`config.mk`:
```
export PLATFORM = sky130hd
export DESIGN_NAME = core_run_ctrl
export DESIGN_NICKNAME = d
export VERILOG_FILES = /design/src/rtl/core_run_ctrl_pkg.sv /design/src/rtl/core_run_ctrl_imem_loader.sv /design/src/rtl/core_run_ctrl.sv
export SDC_FILE = /design/constraint.sdc
export NUM_CORES = 1
export LEC_CHECK = 0
export CAP_MARGIN = 20
export CORE_UTILIZATION = 36
export DETAILED_ROUTE_END_ITERATION = 10
export GPL_TIMING_DRIVEN = 1
export MAX_ROUTING_LAYER = met4
export PLACE_DENSITY_LB_ADDON = 0.25
export RECOVER_POWER = 100
export REMOVE_ABC_BUFFERS = 1
export SYNTH_ARGS = -nofsm -noshare
export SYNTH_HDL_FRONTEND = slang
export SYNTH_SLANG_ARGS = --single-unit
```
`constraint.sdc`:
```
create_clock -name clk -period 2.6 [get_ports clk]
set_input_delay 0.39 -clock clk [delete_from_list [all_inputs] [get_ports clk]]
set_output_delay 0.39 -clock clk [all_outputs]
set_load 0.01 [all_outputs]
```
`src/rtl/core_run_ctrl_pkg.sv`:
```
// core_run_ctrl_pkg: shared sizes and run-control state encodings
package core_run_ctrl_pkg;
  localparam int DEF_IMEM_DEPTH = 64;
  localparam int DEF_ADDR_W = $clog2(DEF_IMEM_DEPTH);
  localparam logic [2:0] ST_IDLE    = 3'd0;
  localparam logic [2:0] ST_LOAD    = 3'd1;
  localparam logic [2:0] ST_RELEASE = 3'd2;
  localparam logic [2:0] ST_HALT    = 3'd3;
  localparam logic [2:0] ST_RUN     = 3'd4;
  localparam logic [2:0] ST_STEP    = 3'd5;
endpackage

```
`src/rtl/core_run_ctrl_imem_loader.sv`:
```
// core_run_ctrl_imem_loader: I-mem write pointer, overflow/last detection and write strobes
module core_run_ctrl_imem_loader
  import core_run_ctrl_pkg::*;
#(
  parameter int DEPTH = DEF_IMEM_DEPTH,
  parameter int AW = DEF_ADDR_W
) (
  input  logic          clk,
  input  logic          reset,
  input  logic          ready_i,
  input  logic          clr_i,
  input  logic          load_valid_i,
  input  logic [31:0]   load_data_i,
  input  logic          load_last_i,
  output logic          accept_o,
  output logic          last_o,
  output logic          ovf_o,
  output logic          imem_we_o,
  output logic [AW-1:0] imem_waddr_o,
  output logic [31:0]   imem_wdata_o,
  output logic          load_err_o
);
  logic [AW-1:0] wptr_q, wptr_d;
  logic          err_q, err_d;
  assign accept_o = load_valid_i & ready_i;
  assign last_o = accept_o & load_last_i;
  // the last slot is still written; the image is declared bad only after it
  assign ovf_o = accept_o & ~load_last_i & (wptr_q == AW'(DEPTH - 1));
  assign imem_we_o = accept_o;
  assign imem_waddr_o = wptr_q;
  assign imem_wdata_o = load_data_i;
  assign load_err_o = err_q;
  always_comb begin
    wptr_d = (clr_i || ovf_o) ? '0 : accept_o ? wptr_q + AW'(1) : wptr_q;
    err_d = ovf_o ? 1'b1 : accept_o ? 1'b0 : err_q;
  end
  always_ff @(posedge clk) begin
    if (reset) begin
      wptr_q <= '0;
      err_q <= 1'b0;
    end else begin
      wptr_q <= wptr_d;
      err_q <= err_d;
    end
  end
endmodule

```
`src/rtl/core_run_ctrl.sv`:
```
// core_run_ctrl: program load, core reset hold and run/halt/step/breakpoint PC gating
module core_run_ctrl
  import core_run_ctrl_pkg::*;
#(
  parameter int IMEM_DEPTH = DEF_IMEM_DEPTH,
  parameter int ADDR_W = DEF_ADDR_W
) (
  input  logic              clk,
  input  logic              reset,
  input  logic              load_valid,
  output logic              load_ready,
  input  logic [31:0]       load_data,
  input  logic              load_last,
  input  logic              cmd_run,
  input  logic              cmd_halt,
  input  logic              cmd_step,
  input  logic              cmd_reload,
  input  logic              bp_en,
  input  logic [31:0]       bp_addr,
  input  logic [31:0]       pc_cur,
  output logic              imem_we,
  output logic [ADDR_W-1:0] imem_waddr,
  output logic [31:0]       imem_wdata,
  output logic              core_rst,
  output logic              pc_en,
  output logic              halted,
  output logic              load_err,
  output logic [31:0]       cycle_cnt
);
  logic [2:0]  state_q, state_d;
  logic        resume_q, resume_d;
  logic [31:0] cnt_q, cnt_d;
  logic        accept, last, ovf, bp_hit;
  core_run_ctrl_imem_loader #(.DEPTH(IMEM_DEPTH), .AW(ADDR_W)) u_loader (
    .clk(clk),
    .reset(reset),
    .ready_i(load_ready),
    .clr_i(state_q == ST_RELEASE),
    .load_valid_i(load_valid),
    .load_data_i(load_data),
    .load_last_i(load_last),
    .accept_o(accept),
    .last_o(last),
    .ovf_o(ovf),
    .imem_we_o(imem_we),
    .imem_waddr_o(imem_waddr),
    .imem_wdata_o(imem_wdata),
    .load_err_o(load_err)
  );
  assign load_ready = (state_q == ST_IDLE) || (state_q == ST_LOAD);
  assign core_rst = load_ready || (state_q == ST_RELEASE);
  assign halted = state_q == ST_HALT;
  // resume masks the breakpoint so a run issued while parked on it can leave
  assign bp_hit = bp_en & (pc_cur == bp_addr) & ~resume_q;
  assign pc_en = (state_q == ST_STEP) || ((state_q == ST_RUN) && !bp_hit);
  assign cycle_cnt = cnt_q;
  always_comb begin
    state_d = state_q;
    case (state_q)
      ST_IDLE, ST_LOAD: state_d = last ? ST_RELEASE : ovf ? ST_IDLE : accept ? ST_LOAD : state_q;
      ST_RELEASE:       state_d = ST_HALT;
      ST_HALT:          state_d = cmd_reload ? ST_IDLE : cmd_step ? ST_STEP : cmd_run ? ST_RUN : ST_HALT;
      ST_RUN:           state_d = (bp_hit || cmd_halt) ? ST_HALT : ST_RUN;
      ST_STEP:          state_d = ST_HALT;
      default:          state_d = ST_IDLE;
    endcase
    resume_d = (state_q == ST_HALT) && (state_d == ST_RUN);
    cnt_d = (state_q == ST_RELEASE) ? 32'd0 : cnt_q + {31'd0, pc_en};
  end
  always_ff @(posedge clk) begin
    if (reset) begin
      state_q <= ST_IDLE;
      resume_q <= 1'b0;
      cnt_q <= 32'd0;
    end else begin
      state_q <= state_d;
      resume_q <= resume_d;
      cnt_q <= cnt_d;
    end
  end
endmodule

```
### Word level (Yosys, flattened, before mapping)

Cells that the tools add are included.
Widths: inputs -> output; s select.

| word-level totals | value |
|---|---|
| output and inout port bits | 76 |
| logic and storage cells | 47 |
| bits in registers | 43 |
| input bits | 105 |

| operators by class | value |
|---|---|
| bitwise operators | 8 |
| eq/ne operators | 8 |
| reductions and logical operators | 14 |
| add/subtract/negate cells | 2 |
| muxes and demuxes | 10 |

Operators by type and width:

| cell | number |
|---|---|
| $add 32x1->32 | 1 |
| $eq 32x32->1 | 1 |
| $mux 3 | 7 |
| $pmux 3 s4 | 1 |
| $eq 3x3->1 const B | 3 |
| $reduce_or 2->1 | 4 |
| $add 6x1->6 const B | 1 |
| $and 1x1->1 | 6 |
| $eq 3x2->1 const B | 2 |
| $eq 6x6->1 const B | 1 |
| $logic_or 1x1->1 | 5 |
| $eq 3x1->1 const B | 1 |
| $logic_not 3->1 | 1 |
| $logic_and 1x1->1 | 2 |
| $mux 1 | 2 |
| $not 1->1 | 2 |
| $reduce_bool 2->1 | 1 |
| $logic_not 1->1 | 1 |

### Depth between registers and ports, before layout

| logic depth | value |
|---|---|
| depth after elaboration | 10 |
| depth in mapped cells | 12 |
| depth with buffers taken out | 11 |

### By module

Synthesis repeated with hierarchy kept, for this count alone.

| unflattened totals | value |
|---|---|
| cells, all modules | 314 |
| area, all modules | 2,670.1 sq um |

Modules (own cells, without submodules):

| module | times used | sequential area each (sq um) | area each (sq um) | cells each |
|---|---|---|---|---|
| core_run_ctrl | 1 | 720.7 | 2,090.8 | 243 |
| core_run_ctrl_imem_loader | 1 | 140.1 | 579.3 | 71 |

### Worst setup path before layout

OpenSTA, ideal clock, no wires.

| path | value |
|---|---|
| path kind | input port to flip-flop |
| start | input port pc_cur[28] |
| end | register cnt_q[31] (netlist: cycle_cnt[31]) |
| stages on the path | 11 |
| data required time | 2,530 ps |
| arrival time | 2,397 ps |
| setup slack | 134 ps |
| path buffers | 0 |
| setup time | 70 ps |
| cell sequence | xnor2_1 > nand4_1 > nor4_1 > and3_1 > a21oi_1 > ha_1 > nand2_1 > nor4_4 > nand3_4 > or3_1 > a21oi_1 |

| between the ends | value |
|---|---|
| cells in the longest elaborated chain, start to end | 7 |

RTL lines:

| what | line | RTL |
|---|---|---|
| start: declaration | core_run_ctrl.sv:20 | `input logic [31:0] pc_cur,` |
| $eq 32x32->1 | core_run_ctrl.sv:54 | `assign bp_hit = bp_en & (pc_cur == bp_addr) & ~resume_q;` |
| $and 1x1->1 (2 in a row) | core_run_ctrl.sv:54 |  |
| $logic_not 1->1 | core_run_ctrl.sv:55 | `assign pc_en = (state_q == ST_STEP) \|\| ((state_q == ST_RUN) && !bp_hit);` |
| $logic_and 1x1->1 | core_run_ctrl.sv:55 |  |
| $logic_or 1x1->1 | core_run_ctrl.sv:55 |  |
| named net pc_en | core_run_ctrl.sv:25 | `output logic pc_en,` |
| $add 32x1->32 | core_run_ctrl.sv:68 | `cnt_d = (state_q == ST_RELEASE) ? 32'd0 : cnt_q + {31'd0, pc_en};` |
| end signal: assignment | core_run_ctrl.sv:78 | `cnt_q <= cnt_d;` |
| end: declaration | core_run_ctrl.sv:32 | `logic [31:0] cnt_q, cnt_d;` |

The timed path passes the listed nets, and every way through them passes these cells.
A chain may end at the register's enable or synchronous reset.

### Worst setup path in the final report

| path | value |
|---|---|
| start | input port bp_addr[14] |
| end | register cnt_q[16] (netlist: cycle_cnt[16]) |

| between the ends | value |
|---|---|
| cells in the longest elaborated chain, start to end | 7 |

RTL lines:

| what | line | RTL |
|---|---|---|
| start: declaration | core_run_ctrl.sv:19 | `input logic [31:0] bp_addr,` |
| $eq 32x32->1 | core_run_ctrl.sv:54 |  |
| $and 1x1->1 (2 in a row) | core_run_ctrl.sv:54 |  |
| $logic_not 1->1 | core_run_ctrl.sv:55 |  |
| $logic_and 1x1->1 | core_run_ctrl.sv:55 |  |
| $logic_or 1x1->1 | core_run_ctrl.sv:55 |  |
| $add 32x1->32 | core_run_ctrl.sv:68 |  |

Every way passes these cells.

==> results.ini <==
[clocking]
clock_path_buffers=2
cts_buffers=5
cts.sinks=43
cts_tree=yes
worst_skew_pair.late_latency_ns=0.29
clkTransAtPathRegs_ns=0.08
h-tree-depth=2
cts-root-buf=clkbuf_8

[floorplan]
die_area_um2=7660
rows=30
initial_core_util=0.379
die_x_um=87.5
core_area_um2=6940
io_pins=181
die_h_um=87.5

[placed_design]
portBuffers=116
place_area_um2=3780
place_hpwl_um=6190
gp_congestion=0.826
placed_cells=503

[worst_setup_path]
reg2reg_slack_ns=0.32
critical_path_arrival_ns=2.62
startpoint_type=primary input
reg2reg_depth=11
required_ns=2.73
cp_max_fo=7
worst_setup_path_end_kind=register
critPathKind=in -> reg

[timing]
fin_crit_ns=2.48
max_slew_margin=0.244
worstMarginPinSlew_ns=1.13
whs_ns=0.482
fmax_mhz=403
finalMaxSlewViolations=0
setup_viol=0
timing_hold_violations_final=0
fin_setup_tns_ns=0
finalCritPeriodShare=0.956
clock_skew_ns=0.00663

[yosys]
synth_area_leader_cell=dfxtp_1
synth_area_per_cell_um2=8.44
yosysSeqAreaShare=0.327
syn-cell-area_um2=2630
ys_warn_count=0
netlist_instances=312
yosys.cell_types.count=36
ys_seq_elements=43
synth_area_leaders=dfxtp_1, xnor2_1, buf_4
yosysTopAreaCellShare=0.327

[global_routing]
grt_pass1_wl_um=11900
antenna_found_initial=1
grt_pass1_vias=2479
track_usage=0.209
grt_max_degree=33
grt_overflow=0

[flow_run]
drv_cap=0

[power_and_ir_drop]
power.density_nw_per_um2=327
peakVddDrop_mv=0.209
cellLeakagePower_nw=2.29
power.share.combinational=0.238
intPower_mw=1.06
switching_power_mw=0.361
power.share.clock=0.286
seq_power_share=0.476
p_total_mw=1.42
p_sw_frac=0.255

[cells_and_area]
syn_to_final_growth_pct=64.5
final_cell_area_um2=4330
layout.cells.non_filler=521
drive_above_1_share=0.175
final_cell_mix=dlymetal6s2s_1, dfxtp_1, dlygate4sd3_1
nets=531
layout_commonest_cell=dlymetal6s2s_1

[drt]
avgViaCountPerCell=5.06
routed_wl_um=8360
wl_per_cell_um=16.0
drc=0
drt_first_pass_iters=4
vias=2635
first_iter_violations=85
postRouteAntennaNets=0

[hold_path]
hold_depth=2
min_path_type=reg -> reg

[outcome]
outcome=finished clean

[Yosys cell counts]
| library cell | n |
|---|---|
| a21oi_1 | 9 |
| nand3_4 | 1 |
| nor4_4 | 1 |
| a21boi_0 | 1 |
| or2_2 | 1 |
| nand3_1 | 15 |
| o31ai_1 | 1 |
| mux2i_1 | 1 |
| a2111oi_0 | 1 |
| clkbuf_1 | 7 |
| nor4_1 | 5 |
| xor2_1 | 23 |
| nor3b_4 | 1 |
| or3_1 | 5 |
| o21ai_0 | 6 |
| o21bai_1 | 1 |
| nand3b_1 | 1 |
| nor3b_1 | 3 |
| nand4_2 | 1 |
| dfxtp_1 | 43 |
| o31a_1 | 1 |
| buf_2 | 1 |
| inv_1 | 3 |
| nor3_1 | 4 |
| ha_1 | 3 |
| and4_1 | 5 |
| nand2_1 | 15 |
| xnor2_1 | 40 |
| nand2b_1 | 3 |
| nor2_1 | 41 |
| and2_1 | 3 |
| and3_1 | 4 |
| buf_4 | 32 |
| a22o_1 | 1 |
| nand4_1 | 28 |
| and4_2 | 1 |
[metrics by stage]
step,worst slack (ns),util
after global placement,-0.367,0.545
after detailed placement,-0.394,0.545
final,0.116,0.624
after global routing,-0.0651,0.624
after floorplan,0.130,-
after CTS,0.00517,0.560
[worst max-delay path, cell delays in order]
cell             delay (ns)
clkdlybuf4s25_1        0.23
xnor2_1                0.23
nand4_1                0.13
nor4_1                 0.33
and3_1                 0.25
a21oi_2                0.08
ha_2                   0.21
ha_1                   0.22
and4_4                 0.21
nand3_1                0.10
xor2_1                 0.16
nor2_1                 0.06
[final cells by class]
type | count | area [um^2]
antenna | 1 | 2.50
clock buffer | 7 | 76.3
clock inverter | 1 | 5.00
fill | 566 | 2610
inverter | 3 | 11.3
multi-input combinational | 226 | 1730
sequential | 43 | 861
tap | 96 | 120
timing repair buffer | 144 | 1520
[per-layer routing]
metal  track usage  wire, um
met5             -         0
met4        0.0313        62
met3         0.118       881
met2         0.318      3890
met1         0.243      3530
[flip-flops by register name, summed over array words and instances (netlist names)]
register and flops:
u_loader.imem_waddr_o 6, cycle_cnt 32, u_loader.load_err_o 1, resume_q 1, state_q 3
[power by group through the flow]
stage          registers, mW  logic, mW  clock network, mW
2_1_floorplan          0.691      0.106                  0
3_3_place_gp           0.691      0.295                  0
3_5_place_dp           0.691      0.297                  0
4_1_cts                0.676      0.300              0.425
5_1_grt                0.676      0.360              0.443
6_report               0.675      0.337              0.406
[timing repair]
action,4_1_cts,5_1_grt
endpoints found under the setup margin,11,18
setup buffers,1,8
pin swaps,1,19
gates resized for setup,5,99
hold endpoints to repair,0,0
hold buffers,0,0
[logic make-up (layout without fill, tap and decap cells)]
family / Yosys count / in the layout / synth area share
multiplexers: 1 / 1 / 0.00380
AO/OA/AOI/OAI: 21 / 21 / 0.0471
buffers and inverters: 43 / 155 / 0.107
adder cells (fa/ha/maj): 3 / 3 / 0.0143
XOR/XNOR: 63 / 63 / 0.210
AND/OR/NAND/NOR: 138 / 138 / 0.291
other: 0 / 1 / 0
flip-flops: 43 / 43 / 0.327
[final timing paths]
kind                          to                start
min reg2reg  u_loader.load_err_o  u_loader.load_err_o
min          u_loader.load_err_o  u_loader.load_err_o
max                cycle_cnt[16]          bp_addr[14]
max reg2reg        cycle_cnt[27]             resume_q
Power figures use the tool's default switching activity.
